==> src/rtl/temp_pkg.sv <==
// Shared constants and FSM state type for the temperature threshold monitor.
package temp_pkg;

  localparam int DATA_W = 10;
  localparam int DROP_W = 8;

  localparam logic [DATA_W-1:0] TH_HIGH_DEF = 10'd37;
  localparam logic [DATA_W-1:0] TH_LOW_DEF  = 10'd33;

  typedef enum logic [1:0] {
    ACCUM = 2'd0,
    AVG   = 2'd1,
    CMP   = 2'd2
  } state_t;

endpackage

==> src/rtl/temp_threshold_monitor_if.sv <==
// Sample handshake and result bundle between the ADC side (master) and the monitor (slave).
interface temp_threshold_monitor_if
  import temp_pkg::*;
#(
  parameter int DW = DATA_W
) ();

  logic [DW-1:0]     sample_in;
  logic              sample_valid;
  logic              sample_ready;
  logic [DW-1:0]     avg_out;
  logic              avg_valid;
  logic              alarm;
  logic              alarm_rise;
  logic [DROP_W-1:0] drop_cnt;
  logic              alarm_clr;

  modport master (
    output sample_in, sample_valid, alarm_clr,
    input  sample_ready, avg_out, avg_valid, alarm, alarm_rise, drop_cnt
  );

  modport slave (
    input  sample_in, sample_valid, alarm_clr,
    output sample_ready, avg_out, avg_valid, alarm, alarm_rise, drop_cnt
  );

endinterface

==> src/rtl/sample_averager.sv <==
// Block accumulator: sums 2**AVG_LOG2 accepted samples and publishes the truncated mean.
module sample_averager #(
  parameter int DATA_W   = 10,
  parameter int AVG_LOG2 = 3
) (
  input  logic              clk,
  input  logic              rstc,
  input  logic [DATA_W-1:0] i_sample,
  input  logic              i_xfer,
  output logic              o_blk_done,
  output logic [DATA_W-1:0] o_avg,
  output logic              o_avg_valid
);

  localparam int ACC_W = DATA_W + AVG_LOG2;
  localparam int CNT_W = AVG_LOG2 + 1;
  localparam logic [CNT_W-1:0] LAST_IDX = CNT_W'((1 << AVG_LOG2) - 1);

  logic [ACC_W-1:0]  r_acc;
  logic [CNT_W-1:0]  r_cnt;
  logic [DATA_W-1:0] r_avg;
  logic              r_avg_valid;
  logic [ACC_W-1:0]  w_sum;
  logic              w_last;

  // The final sum of a full all-ones block still fits in ACC_W bits.
  assign w_sum       = r_acc + ACC_W'(i_sample);
  assign w_last      = (r_cnt == LAST_IDX);
  assign o_blk_done  = i_xfer & w_last;
  assign o_avg       = r_avg;
  assign o_avg_valid = r_avg_valid;

  always_ff @(posedge clk) begin
    if (rstc) begin
      r_acc       <= '0;
      r_cnt       <= '0;
      r_avg       <= '0;
      r_avg_valid <= 1'b0;
    end else begin
      r_avg_valid <= 1'b0;
      if (i_xfer) begin
        if (w_last) begin
          r_acc       <= '0;
          r_cnt       <= '0;
          r_avg       <= DATA_W'(w_sum >> AVG_LOG2);
          r_avg_valid <= 1'b1;
        end else begin
          r_acc <= w_sum;
          r_cnt <= r_cnt + CNT_W'(1);
        end
      end
    end
  end

endmodule

==> src/rtl/temp_threshold_monitor.sv <==
// Averages ADC temperature samples and drives a hysteretic over-temperature alarm.
// Define TEMP_ALARM_LATCH_EN to make the alarm sticky until alarm_clr.
module temp_threshold_monitor
  import temp_pkg::*;
#(
  parameter int                DATA_W   = temp_pkg::DATA_W,
  parameter int                AVG_LOG2 = 3,
  parameter logic [DATA_W-1:0] TH_HIGH  = TH_HIGH_DEF,
  parameter logic [DATA_W-1:0] TH_LOW   = TH_LOW_DEF
) (
  input logic                     clk,
  input logic                     rstc,
  temp_threshold_monitor_if.slave bus
);

  if (TH_LOW > TH_HIGH || AVG_LOG2 < 0 || AVG_LOG2 > 6) begin : g_bad_cfg
    $error("temp_threshold_monitor: need TH_LOW <= TH_HIGH and 0 <= AVG_LOG2 <= 6");
  end

  localparam logic [DROP_W-1:0] DROP_MAX = '1;

  state_t              r_state;
  state_t              w_state_nxt;
  logic                r_ready;
  logic                r_alarm;
  logic                r_alarm_rise;
  logic [DROP_W-1:0]   r_drop;
  logic                w_xfer;
  logic                w_blk_done;
  logic                w_set;
  logic                w_clr;
  logic [DATA_W-1:0]   w_avg;
  logic                w_avg_valid;

  assign w_xfer = bus.sample_valid & r_ready;

  sample_averager #(
    .DATA_W   (DATA_W),
    .AVG_LOG2 (AVG_LOG2)
  ) u_averager (
    .clk         (clk),
    .rstc        (rstc),
    .i_sample    (bus.sample_in),
    .i_xfer      (w_xfer),
    .o_blk_done  (w_blk_done),
    .o_avg       (w_avg),
    .o_avg_valid (w_avg_valid)
  );

  // Next state plus alarm set/clear decisions; the compare result lands while in CMP.
  always_comb begin
    w_state_nxt = r_state;
    w_set       = 1'b0;
    w_clr       = 1'b0;
    case (r_state)
      ACCUM: begin
        if (w_blk_done) begin
          w_state_nxt = AVG;
        end else begin
          w_state_nxt = ACCUM;
        end
      end
      AVG: begin
        w_state_nxt = CMP;
        w_set       = !r_alarm && (w_avg > TH_HIGH);
`ifndef TEMP_ALARM_LATCH_EN
        w_clr       = r_alarm && (w_avg < TH_LOW);
`endif
      end
      CMP:     w_state_nxt = ACCUM;
      default: w_state_nxt = ACCUM;
    endcase
`ifdef TEMP_ALARM_LATCH_EN
    w_clr = bus.alarm_clr;
`endif
  end

  always_ff @(posedge clk) begin
    if (rstc) begin
      r_state      <= ACCUM;
      r_ready      <= 1'b1;
      r_alarm      <= 1'b0;
      r_alarm_rise <= 1'b0;
      r_drop       <= '0;
    end else begin
      r_state      <= w_state_nxt;
      r_ready      <= (w_state_nxt == ACCUM);
      r_alarm_rise <= w_set;
      if (w_set) begin
        r_alarm <= 1'b1;
      end else if (w_clr) begin
        r_alarm <= 1'b0;
      end
      if (bus.sample_valid && !r_ready && (r_drop != DROP_MAX)) begin
        r_drop <= r_drop + DROP_W'(1);
      end
    end
  end

`ifndef TEMP_ALARM_LATCH_EN
  logic w_unused_clr;
  assign w_unused_clr = bus.alarm_clr;
`endif

  assign bus.sample_ready = r_ready;
  assign bus.avg_out      = w_avg;
  assign bus.avg_valid    = w_avg_valid;
  assign bus.alarm        = r_alarm;
  assign bus.alarm_rise   = r_alarm_rise;
  assign bus.drop_cnt     = r_drop;

endmodule

==> src/flat_wrapper.sv <==
// flat-port wrapper written by rule: the top's interface ports become plain ports
module temp_threshold_monitor_flat import temp_pkg::*;
#(
  parameter int                DATA_W   = temp_pkg::DATA_W,
  parameter int                AVG_LOG2 = 3,
  parameter logic [DATA_W-1:0] TH_HIGH  = TH_HIGH_DEF,
  parameter logic [DATA_W-1:0] TH_LOW   = TH_LOW_DEF
)
  (clk, rstc, bus_sample_in, bus_sample_valid, bus_alarm_clr, bus_sample_ready, bus_avg_out, bus_avg_valid, bus_alarm, bus_alarm_rise, bus_drop_cnt);
  temp_threshold_monitor_if #(.DW(DATA_W)) bus_i ();
  input logic clk;
  input logic rstc;
  input wire logic [$bits(bus_i.sample_in)-1:0] bus_sample_in;
  input wire logic [$bits(bus_i.sample_valid)-1:0] bus_sample_valid;
  input wire logic [$bits(bus_i.alarm_clr)-1:0] bus_alarm_clr;
  output wire logic [$bits(bus_i.sample_ready)-1:0] bus_sample_ready;
  output wire logic [$bits(bus_i.avg_out)-1:0] bus_avg_out;
  output wire logic [$bits(bus_i.avg_valid)-1:0] bus_avg_valid;
  output wire logic [$bits(bus_i.alarm)-1:0] bus_alarm;
  output wire logic [$bits(bus_i.alarm_rise)-1:0] bus_alarm_rise;
  output wire logic [$bits(bus_i.drop_cnt)-1:0] bus_drop_cnt;
  assign bus_i.sample_in = bus_sample_in;
  assign bus_i.sample_valid = bus_sample_valid;
  assign bus_i.alarm_clr = bus_alarm_clr;
  assign bus_sample_ready = bus_i.sample_ready;
  assign bus_avg_out = bus_i.avg_out;
  assign bus_avg_valid = bus_i.avg_valid;
  assign bus_alarm = bus_i.alarm;
  assign bus_alarm_rise = bus_i.alarm_rise;
  assign bus_drop_cnt = bus_i.drop_cnt;
  temp_threshold_monitor #(.DATA_W(DATA_W), .AVG_LOG2(AVG_LOG2), .TH_HIGH(TH_HIGH), .TH_LOW(TH_LOW)) u_core (.clk(clk), .rstc(rstc), .bus(bus_i));
endmodule
==> config.mk <==
export PLATFORM = sky130hd
export DESIGN_NAME = temp_threshold_monitor_flat
export DESIGN_NICKNAME = d
export VERILOG_FILES = /design/src/rtl/temp_pkg.sv /design/src/rtl/temp_threshold_monitor_if.sv /design/src/rtl/sample_averager.sv /design/src/rtl/temp_threshold_monitor.sv /design/src/flat_wrapper.sv
export SDC_FILE = /design/constraint.sdc
export NUM_CORES = 1
export LEC_CHECK = 0
export CAP_MARGIN = 10
export CORE_MARGIN = 2
export CORE_UTILIZATION = 41
export CTS_CLUSTER_SIZE = 12
export DETAILED_ROUTE_END_ITERATION = 10
export GPL_ROUTABILITY_DRIVEN = 0
export PLACE_DENSITY_LB_ADDON = 0.1
export SYNTH_ARGS = -nofsm -noshare
export SYNTH_HDL_FRONTEND = slang
export SYNTH_HIERARCHICAL = 1
export SYNTH_SLANG_ARGS = --single-unit
==> constraint.sdc <==
create_clock -name clk -period 2 [get_ports clk]
set_clock_uncertainty 0.05 [all_clocks]
set_input_delay 0.2 -clock clk [delete_from_list [all_inputs] [get_ports clk]]
set_output_delay 0.2 -clock clk [all_outputs]
set_load 0.03 [all_outputs]
==> flow_summary.toml, run 1 <==
[cells_and_area]
register_area_sq_um = 823
syn2layout_area_growth_pct = 36.4
final_layout_size_suffix_gt1_frac = 0.206
num-nets-final = 333
final_util = 0.588
fillers = 466
instances_no_fill = 376
multiInputGateArea_sq_mm = 0.00144
final_area_sq_mm = 0.00304
diodes = 0

[setup_path]
startpoint_type = "flop"
crit_buf_inv = 0
cpMaxStageDelayCell = "fa_2"
worst-path-max-fanout = 3
worstPathCellList = "ha_4, fa_2, a211oi_4, o21a_1, o22ai_2, xnor2_1, a211oi_1"
crit_required_ps = 2150
cpLargestDelayFamily = "compound AO/OA/AOI/OAI gates"
end_kind = "flop"
cp.arrival_ps = 2140
criticalPathCategory = "flop to flop"
max_stage_delay_ps = 370

[yosys]
yosysMostFrequentCell = "dfxtp_1"
synth_edf_count = 0
synth_area_leader_cell = "dfxtp_1"
syn_area_per_cell_sq_um = 9.18
ys_dominant_reg_cell = "dfxtp_1"
synth_seq_area_share = 0.368
syn_area_sq_mm = 0.00223
yosys-top-cells-area = "dfxtp_1 37%, ha_1 6.7%, nor2_1 4.7%"
synth.distinct_cells = 55
synth_top_area_share = 0.368
synth_commonest_cells = "41 x dfxtp_1, 28 x nor2_1, 16 x a21oi_1"
syn_nets = 270
synth_cells = 243
synth-seq-cells = 41
synth_async_sr_flop_share = 0
ys_warn_count = 6

[sta]
fin_crit_sh = 0.996
finalCriticalPeriod_ps = 1990
holdWs_ps = 286
final_max_slew_viol_count = 0
worstMarginPinSlew_ps = 529
fmax_mhz = 502
grt_setup_unrepaired = "yes"
slew_headroom = 0.647
final_hold_viol_count = 0
setup_viol = 0
timing.final.ws_setup_ps = 8.12

[global_routing]
antenna_found_initial = 0
grt_pass1_wl_um = 8870
grt-ovfl-total = 0
grt_use_total = 0.182
grt_max_degree = 41
first_global_vias = 1904

[floorplan]
initial_utilization = 0.431
ioPinCount = 36
die_x_um = 77.7
die_area_sq_mm = 0.00604
die_y_um = 77.7
num_rows = 26
core_area_sq_mm = 0.00517

[routing]
ant_nets = 0
wire_per_inst_um = 14.3
drt_iter0_markers = 108
drcViolationCount = 0
drt_wl_total_um = 5360
drt_pass1_iterations = 4
viasPerCell = 5.27
vias = 1980

[clocking]
root_buffer = "clkbuf_8"
h-tree-depth = 2
cts_sinks = 41
clkLatencyLatePin_ps = 280
clk_pin_slew_ps = 70
cts.hold.buffers_added = 0
clockBufferDepth = 2
cts_buffers = 5
cts_tree = "yes"

[pwr]
vdd_drop_max_mv = 0.347
power_density_mw_per_mm2 = 644
leakage_nw = 1.19

[place]
dp_slack_ps = -454
place_area_sq_mm = 0.00284
dpl.cell_count = 368
hpwl_um = 3800
portBuffers = 34

[job]
drv_cap = 0

[outcome]
status = "completed"

[worst_hold_path]
hold_path_class = "primary input to flop"
-- worst min-delay path: cells and delay by family --
family,cells,cell delay [ps]
AND/OR/NAND/NOR,1,70
adder cells (fa/ha/maj),1,130
buffers and inverters,1,130
AO/OA/AOI/OAI,1,50
-- final timing paths --
path	from	to	slack (ps)	depth (start not counted)
max	u_core/u_averager/r_acc[0]	u_core/u_averager/o_avg[7]	8	7
min	bus_sample_in[0]	u_core/u_averager/r_acc[0]	290	4
max reg2reg	u_core/u_averager/r_acc[0]	u_core/u_averager/o_avg[7]	8	7
min reg2reg	u_core/r_state[0]	u_core/r_state[0]	380	1
-- per-layer routing --
metal / global-route usage / vias up / share of wire
met5: 0 / - / 0
met4: 0.0482 / 0 / 0.0035
met3: 0.0372 / 3 / 0.026
met2: 0.310 / 23 / 0.49
met1: 0.234 / 927 / 0.48
li1: - / 1027 / -
-- placed cells by master, fill, tap and decap left out, types with 3 or more instances in the layout --
cell type        count
a211oi_1             5
a22oi_1              3
xor2_1               7
nand4b_1             3
buf_4               29
nand3b_1             4
xnor2_1              6
o31ai_1              4
o21a_1               6
ha_4                 4
o21ai_1              3
clkdlybuf4s50_1     32
inv_1                6
clkbuf_8             6
nand2_1             12
or3_1                4
a21oi_1             14
a22o_1               4
nand3_1              9
a21o_1               3
ha_1                 7
or4_1                7
o21ai_0              7
o21bai_1             3
dfxtp_1             39
nor2_1              27
-- power breakdown --
| group | total (mW) | switching, mW | leakage (nW) | internal [mW] |
|---|---|---|---|---|
| Combinational | 0.540 | 0.261 | 0.817 | 0.279 |
| Sequential | 0.879 | 0.0296 | 0.333 | 0.849 |
| Clock | 0.540 | 0.266 | 0.0443 | 0.274 |
| Total | 1.96 | 0.557 | 1.19 | 1.40 |
-- area by class of cell --
type,count,share of cell area
clock buffers,7,0.0284
inverters,7,0.00864
multi-input cells,187,0.472
flip-flops and latches,41,0.271
well taps,70,0.0288
repair buffers,64,0.192
-- state kept, by name, indices dropped and copies added (netlist names) --
register / flops
u_core/bus.alarm: 1
u_core/r_state: 2
u_core/u_averager/o_avg_valid: 1
u_core/u_averager/r_acc: 13
u_core/bus.drop_cnt: 8
u_core/bus.alarm_rise: 1
u_core/bus.sample_ready: 1
u_core/u_averager/r_cnt: 4
u_core/u_averager/o_avg: 10
-- logic make-up after synthesis --
logic type               synth area share
AO/OA/AOI/OAI                       0.252
XOR/XNOR                           0.0511
adder cells (fa/ha/maj)            0.0763
buffers and inverters              0.0337
flip-flops                          0.368
multiplexers                      0.00898
AND/OR/NAND/NOR                     0.210
-- timing repair --
| action | 4_1_cts | 5_1_grt |
|---|---|---|
| setup endpoints to repair | 9 | 15 |
| pin swaps | 10 | 15 |
| setup buffers | 1 | 0 |
| resized for setup | 7 | 14 |
-- through the flow --
step,TNS [ps],power [mW]
floorplan,0,1.19
global route,-449,2.06
finish,0,1.96
global placement,-4760,1.37
detailed placement,-5320,1.38
CTS,-10.1,1.94
Note: power is estimated with default switching activity, not from simulation.
==> run 2, diff against run 1 <==
CTS_CLUSTER_DIAMETER = 120   (was unset)
==> results of run 2 <==
No change in the layout: final DEF, timing and power equal those of run 1.
==> run 3, diff against run 2 <==
SLEW_MARGIN = 20   (was unset)
==> results of run 3 <==
No change in the layout: final DEF, timing and power equal those of run 1.
